`src/rtl/mac_rr_sched.sv`:
```
// Round-robin front end that shares one MAC between two requesters: it serialises
// one K-element job onto the MAC strobes, waits RES_LAT cycles, and returns the tagged result.
module mac_rr_sched #(
    parameter int K       = 4,
    parameter int RES_LAT = 3
) (
    input  logic             clk,
    input  logic             reset,
    input  logic             req0_valid,
    output logic             req0_ready,
    input  logic [K*K-1:0]   req0_in,
    input  logic [K*K-1:0]   req0_w,
    input  logic             req1_valid,
    output logic             req1_ready,
    input  logic [K*K-1:0]   req1_in,
    input  logic [K*K-1:0]   req1_w,
    output logic [K-1:0]     mac_in,
    output logic [K-1:0]     mac_w,
    output logic             mac_strobe_in,
    output logic             mac_strobe_w,
    input  logic [2*K-1:0]   mac_result,
    output logic             rsp_valid,
    output logic             rsp_id,
    output logic [2*K-1:0]   rsp_data,
    output logic             busy
);

    typedef enum logic [1:0] {IDLE, FEED, WAIT, RESP} state_t;

    state_t           state_q, state_d;
    logic [3:0]       cnt_q, cnt_d;
    logic [K*K-1:0]   in_q, w_q;
    logic [K-1:0]     mac_in_q, mac_w_q;
    logic             strobe_q;
    logic             last_grant_q;
    logic             id_q;
    logic             rsp_id_q;
    logic [2*K-1:0]   rsp_data_q;
    logic             grant0, grant1, accept;
    logic [K*K-1:0]   sel_in, sel_w;
    logic             feed_more, wait_done;

    // Tie-break goes to whoever did not win last; only evaluated in IDLE.
    always_comb begin
        grant0 = (state_q == IDLE) && req0_valid && (!req1_valid || last_grant_q);
        grant1 = (state_q == IDLE) && req1_valid && (!req0_valid || !last_grant_q);
        accept = grant0 || grant1;
        sel_in = grant1 ? req1_in : req0_in;
        sel_w  = grant1 ? req1_w  : req0_w;
        feed_more = (state_q == FEED) && (cnt_q != 4'(K - 1));
        wait_done = (state_q == WAIT) && (cnt_q == 4'(RES_LAT - 1));
    end

    always_comb begin
        state_d = state_q;
        cnt_d   = cnt_q;
        case (state_q)
            IDLE: if (accept) begin
                state_d = FEED;
                cnt_d   = '0;
            end
            FEED: if (cnt_q == 4'(K - 1)) begin
                state_d = WAIT;
                cnt_d   = '0;
            end else begin
                cnt_d   = cnt_q + 4'd1;
            end
            WAIT: if (cnt_q == 4'(RES_LAT - 1)) begin
                state_d = RESP;
                cnt_d   = '0;
            end else begin
                cnt_d   = cnt_q + 4'd1;
            end
            RESP: state_d = IDLE;
            default: state_d = IDLE;
        endcase
    end

    always_ff @(posedge clk) begin
        if (reset) begin
            state_q <= IDLE;
            cnt_q   <= '0;
        end else begin
            state_q <= state_d;
            cnt_q   <= cnt_d;
        end
    end

    // Element 0 is launched straight from the requester on the accept edge;
    // the rest shift out of the latched copy one per FEED cycle.
    always_ff @(posedge clk) begin
        if (reset) begin
            in_q         <= '0;
            w_q          <= '0;
            mac_in_q     <= '0;
            mac_w_q      <= '0;
            strobe_q     <= 1'b0;
            last_grant_q <= 1'b1;
            id_q         <= 1'b0;
            rsp_id_q     <= 1'b0;
            rsp_data_q   <= '0;
        end else begin
            mac_in_q <= '0;
            mac_w_q  <= '0;
            strobe_q <= 1'b0;
            if (accept) begin
                in_q         <= sel_in >> K;
                w_q          <= sel_w >> K;
                mac_in_q     <= sel_in[K-1:0];
                mac_w_q      <= sel_w[K-1:0];
                strobe_q     <= 1'b1;
                last_grant_q <= grant1;
                id_q         <= grant1;
            end else if (feed_more) begin
                in_q     <= in_q >> K;
                w_q      <= w_q >> K;
                mac_in_q <= in_q[K-1:0];
                mac_w_q  <= w_q[K-1:0];
                strobe_q <= 1'b1;
            end
            if (wait_done) begin
                rsp_data_q <= mac_result;
                rsp_id_q   <= id_q;
            end
        end
    end

    assign req0_ready    = grant0;
    assign req1_ready    = grant1;
    assign mac_in        = mac_in_q;
    assign mac_w         = mac_w_q;
    assign mac_strobe_in = strobe_q;
    assign mac_strobe_w  = strobe_q;
    assign rsp_valid     = (state_q == RESP);
    assign rsp_id        = rsp_id_q;
    assign rsp_data      = rsp_data_q;
    assign busy          = (state_q != IDLE);

endmodule

```
`config.mk`:
```
export PLATFORM = sky130hd
export DESIGN_NAME = mac_rr_sched
export DESIGN_NICKNAME = d
export VERILOG_FILES = /design/src/rtl/mac_rr_sched.sv
export SDC_FILE = /design/constraint.sdc
export NUM_CORES = 1
export LEC_CHECK = 0
export ABC_AREA = 1
export BUFFER_PORTS_ARGS = -buffer_cell sky130_fd_sc_hd__buf_4
export CAP_MARGIN = 30
export CORE_MARGIN = 2
export CORE_UTILIZATION = 30
export CTS_BUF_LIST = sky130_fd_sc_hd__clkbuf_8
export DETAILED_ROUTE_END_ITERATION = 7
export SLEW_MARGIN = 20
export SYNTH_ARGS = -nofsm -noshare
export SYNTH_HDL_FRONTEND = slang
export SYNTH_SLANG_ARGS = --single-unit
export TNS_END_PERCENT = 30
```
`constraint.sdc`:
```
create_clock -name clk -period 2.7 [get_ports clk]
set_input_delay 0.27 -clock clk [delete_from_list [all_inputs] [get_ports clk]]
set_output_delay 0.27 -clock clk [all_outputs]
set_load 0.02 [all_outputs]
```
Word level (Yosys, flattened, before mapping)

Cells that the tools add are included.

Bits in writable memories: 0
Bits in latches: 0
Bits in registers: 50
Bits of input ports: 76
Bits in read-only memories: 0
Logic and storage cells: 59
Memories: 0

Multipliers: 0
Shift operators: 0
Magnitude comparators: 0
Divide/modulo/power cells: 0
Mux-type cells: 20
Eq/ne operators: 9
Bitwise logic cells: 0
$add $sub $neg: 1
Reduce and logical (&&, ||, !) cells: 18

Operators by type and width:

| cell                                                                     | count |
|---|---|
| 12-bit 2-to-1 mux                                                        | 4 |
| 16-bit 2-to-1 mux                                                        | 2 |
| 4-bit 2-to-1 mux                                                         | 7 |
| 4-bit one-hot mux with 3 select lines                                    | 1 |
| 4-bit by 2-bit == test with 1-bit output (second input constant)         | 2 |
| 2-bit one-hot mux with 4 select lines                                    | 1 |
| 1-bit logical AND                                                        | 6 |
| 2-bit 2-to-1 mux                                                         | 3 |
| 4-bit by 1-bit adder with 4-bit output (second input constant)           | 1 |
| 2-bit == test (second input constant)                                    | 2 |
| 2-bit by 1-bit inequality test with 1-bit output (second input constant) | 2 |
| 4-bit by 2-bit inequality test with 1-bit output (second input constant) | 1 |
| 2-bit nonzero test                                                       | 2 |
| 1-bit zero test                                                          | 3 |
| 1-bit logical OR                                                         | 3 |
| 3-bit AND reduction                                                      | 1 |
| 3-bit nonzero test                                                       | 1 |
| 2-bit by 1-bit == test with 1-bit output (second input constant)         | 1 |
| 2-bit zero test                                                          | 1 |
| 1-bit 2-to-1 mux                                                         | 2 |
| 2-bit inequality test (second input constant)                            | 1 |
| 2-bit AND reduction                                                      | 1 |

Longest topological paths before layout

Depth in word-level cells: 6
Mapped depth: 11

Worst setup path before layout

Ideal clock, no wire load.

Kind: register -> register
Start: reg state_q[0]
End: reg in_q[11]
Cell stages (with the launch flop): 10
Arrival time: 1.501 ns
Setup time: 0.071 ns
Path slack: 1.127 ns
Path buffers: 0
Data required time: 2.629 ns
Cell sequence: dfxtp_1 inv_1 ha_1 nand2_2 inv_6 nand2_8 clkinv_1 nand2_1 nand3_1 a21oi_1

Word-level cells in the longest chain between the ends: 5

Ends and longest elaborated chain:

| item                                                           | RTL line | source |
|---|---|---|
| start, declared                                                | 30       | `state_t state_q, state_d;` |
| start signal, assigned                                         | 84       | `state_q <= state_d;` |
| 2-bit zero test (*)                                            | 46       | `grant1 = (state_q == IDLE) && req1_valid && (!req0_valid \|\| !last_grant_q);` |
| 1-bit logical AND (*) (2 in series)                            | 46       |  |
| net req1_ready                                                 | 14       | `output logic req1_ready,` |
| 16-bit 2-to-1 mux / 1-bit logical OR (equally long branches)   | 48, 47   |  |
| 12-bit 2-to-1 mux / 2-bit nonzero test (equally long branches) | -        |  |
| end signal, assigned                                           | 107      | `in_q <= sel_in >> K;` |
| end signal, assigned                                           | 115      | `in_q <= in_q >> K;` |
| end, declared                                                  | 32       | `logic [K*K-1:0] in_q, w_q;` |

The timed path passes the listed nets; every way through them passes the cells marked *.
A chain may end at the register's enable or synchronous reset.

Worst setup path in the final report

Start: reg state_q[0]
End: out req1_ready

Word-level cells in the longest chain between the ends: 3

Ends and longest elaborated chain:

| item                            | RTL line |
|---|---|
| 2-bit zero test                 | 46 |
| 1-bit logical AND (2 in series) | 46 |
| end, declared                   | 14 |

No other way between the ends.

==> flow_summary.toml <==
[synthesis]
netlist_area_sq_um = 2910
yosysTopAreaCellShare = 0.344
synthTopCellsByArea = "dfxtp_1 34%, nand3_1 14%, nand2_1 13%, inv_1 12%, a21oi_1 3.4%"
synth_edf_count = 0
synth_area_leader_cell = "dfxtp_1"
avgSynthCellArea_sq_um = 6.65
synth_warnings = 0
yosys_most_used_dff = "dfxtp_1"
syn_inst = 437
synth_cell_types = 25
ys_seq_elements = 50
synth-async-reset-ratio = 0
syn_nets = 519
yosysSeqAreaShare = 0.344

[grt]
grt_usage = 0.142
grt_max_degree = 43
antenna_found_initial = 0
grt_pass1_vias = 2649
grt_overflow = 0
grt_pass1_wl_mm = 12.2

[cells_and_area]
diodes = 0
layout-drive-gt1-share = 0.258
nets = 601
syn2layout_area_growth_pct = 29.1

[power]
p_switching_mw = 1.17
sw_frac_of_total = 0.415
p_leak_nw = 2.00
pwr-share-seq = 0.369
cell_internal_pwr_mw = 1.65
share_comb_of_total_power = 0.446
max-vdd-ir-drop_uv = 337
p_total_mw = 2.82
p_per_area_nw_per_um2 = 752
pwr-share-clk = 0.186

[clock_tree]
cts.path.max_buffers = 2
clock_sinks = 50
clkLatencyLatePin_ns = 0.30
cts_buffers = 5
cts_hold_buf = 0
htree_num_levels = 2
post_cts_buffers = 0
cts_tree = "done"
clk_pin_slew_ns = 0.09
cts_root_buffer = "clkbuf_8"
cts-resized-gates = 0

[placed_design]
port_buffers = 98
gp_congestion = 0.768
dpl_worst_slack_ns = 0.637
dp.final_hpwl_mm = 5.45

[floorplanning]
rows = 35
pin_count = 99
die_w_um = 102
core-area_sq_um = 9330
die_h_um = 102
initial_core_util = 0.312
design.die.area_sq_um = 10500

[setup_path]
endpoint_kind = "primary output"
critPathRequiredTime_ns = 2.43
crit_arrival_ns = 2.11
crit_fanout = 42
worst-setup-path-type = "reg -> out"
cp-start-kind = "flop"

[timing]
hold_viol = 0
fmax_mhz = 420
timing_max_transition_violations_final = 0
period_minus_slack_ns = 2.38
setup_viol = 0
setup_tns_ns = 0
layout_setup_ws_ns = 0.319
fin_skew_ns = 0.00822
rsz0062_at_grt = "false"
period_share = 0.882
tightest_slew_ns = 0.626
slew_headroom = 0.583

[routing]
first_pass_iters = 4
first_iter_violations = 184
wl_mm = 7.23
drc_errors = 0
drt-vias-per-instance = 4.40
wl_per_cell_um = 11.1
via_count = 2857
ant_nets = 0

[status]
status = "complete, no violations"

[job]
maxCapViolations = 0

[min_path]
hold_class = "in -> reg"
[per-layer routing]
metal | share of wire | track usage | vias to the layer above
met3 | 0.071 | 0.0212 | 2
met4 | 0.0040 | 0.0308 | 0
met5 | 0 | 0 | -
li1 | - | - | 1521
met2 | 0.43 | 0.218 | 89
met1 | 0.49 | 0.211 | 1245
[critical path, cell delays in order (launching register included)]
cell	delay [ns]
dfxtp_1	0.38
inv_1	0.09
ha_1	0.28
nand2_2	0.16
inv_6	0.09
nand2_8	0.22
clkinv_1	0.31
buf_4	0.25
[stage by stage]
step / hold WS (ns) / utilization / std cells / cell area [sq um]
6_report: 0.243 / 0.402 / 649 / 3750
5_1_grt: 0.254 / 0.402 / 649 / 3750
4_1_cts: 0.242 / 0.402 / 649 / 3750
3_5_place_dp: 0.439 / 0.391 / 641 / 3640
3_3_place_gp: 0.435 / 0.391 / 641 / 3640
2_1_floorplan: 0.436 / - / 437 / 2910
[cells in the mapped netlist, types with 6 or more instances]
cell type and n:
a21oi_1 20, a21oi_2 8, buf_2 10, buf_6 7
dfxtp_1 50, ha_1 6, inv_1 93, nand2_1 98
nand3_1 79, nand4_1 16, nor2_1 11, o21ai_0 10
o21ai_2 7
[kinds of logic (layout without fill, tap and decap cells)]
kind of cell,count (synthesis),after routing,share of synthesized area
adder cells (fa/ha/maj),6,6,0.0258
XOR/XNOR,1,1,0.00301
buffers and inverters,120,203,0.183
flip-flops,50,50,0.344
AND/OR/NAND/NOR,214,214,0.344
AO/OA/AOI/OAI,46,46,0.0994
[final timing paths]
| check | from | end | slack [ns] | cells past startpoint |
|---|---|---|---|---|
| setup / recovery | state_q[0] | req1_ready | 0.32 | 7 |
| hold / removal | mac_result[4] | rsp_data[4] | 0.24 | 3 |
| setup reg to reg | state_q[0] | w_q[4] | 0.61 | 9 |
| hold reg to reg | rsp_id | rsp_id | 0.45 | 2 |
[state kept, by name, summed over array words and instances (netlist names)]
| name | count |
|---|---|
| in_q | 12 |
| cnt_q | 4 |
| mac_w | 4 |
| id_q | 1 |
| state_q | 2 |
| rsp_data | 8 |
| mac_strobe_in | 1 |
| rsp_id | 1 |
| last_grant_q | 1 |
| mac_in | 4 |
| w_q | 12 |
[power by group through the flow]
stage               registers, mW  clock network, mW  logic, mW
floorplan                    1.07                  0      0.958
global placement             1.05                  0       1.24
detailed placement           1.06                  0       1.26
CTS                          1.04              0.543       1.27
global route                 1.06              0.568       1.45
finish                       1.04              0.525       1.26
[area by class of cell]
type                    count  area, sq um
clock buffers               5         68.8
clock inverters             3         40.0
inverters                  96          365
repair buffers             99          743
flip-flops and latches     50         1000
fillers                  1016         5570
multi-input cells         267         1370
well taps                 129          161
[cells in the final DEF (no fill, tap or decap), types with 7 or more instances in the layout]
master / count
a21oi_1: 20
a21oi_2: 8
buf_4: 99
dfxtp_1: 50
inv_1: 93
nand2_1: 98
nand3_1: 79
nand4_1: 16
nor2_1: 11
o21ai_0: 10
o21ai_2: 7
Power figures use the tool's default switching activity.
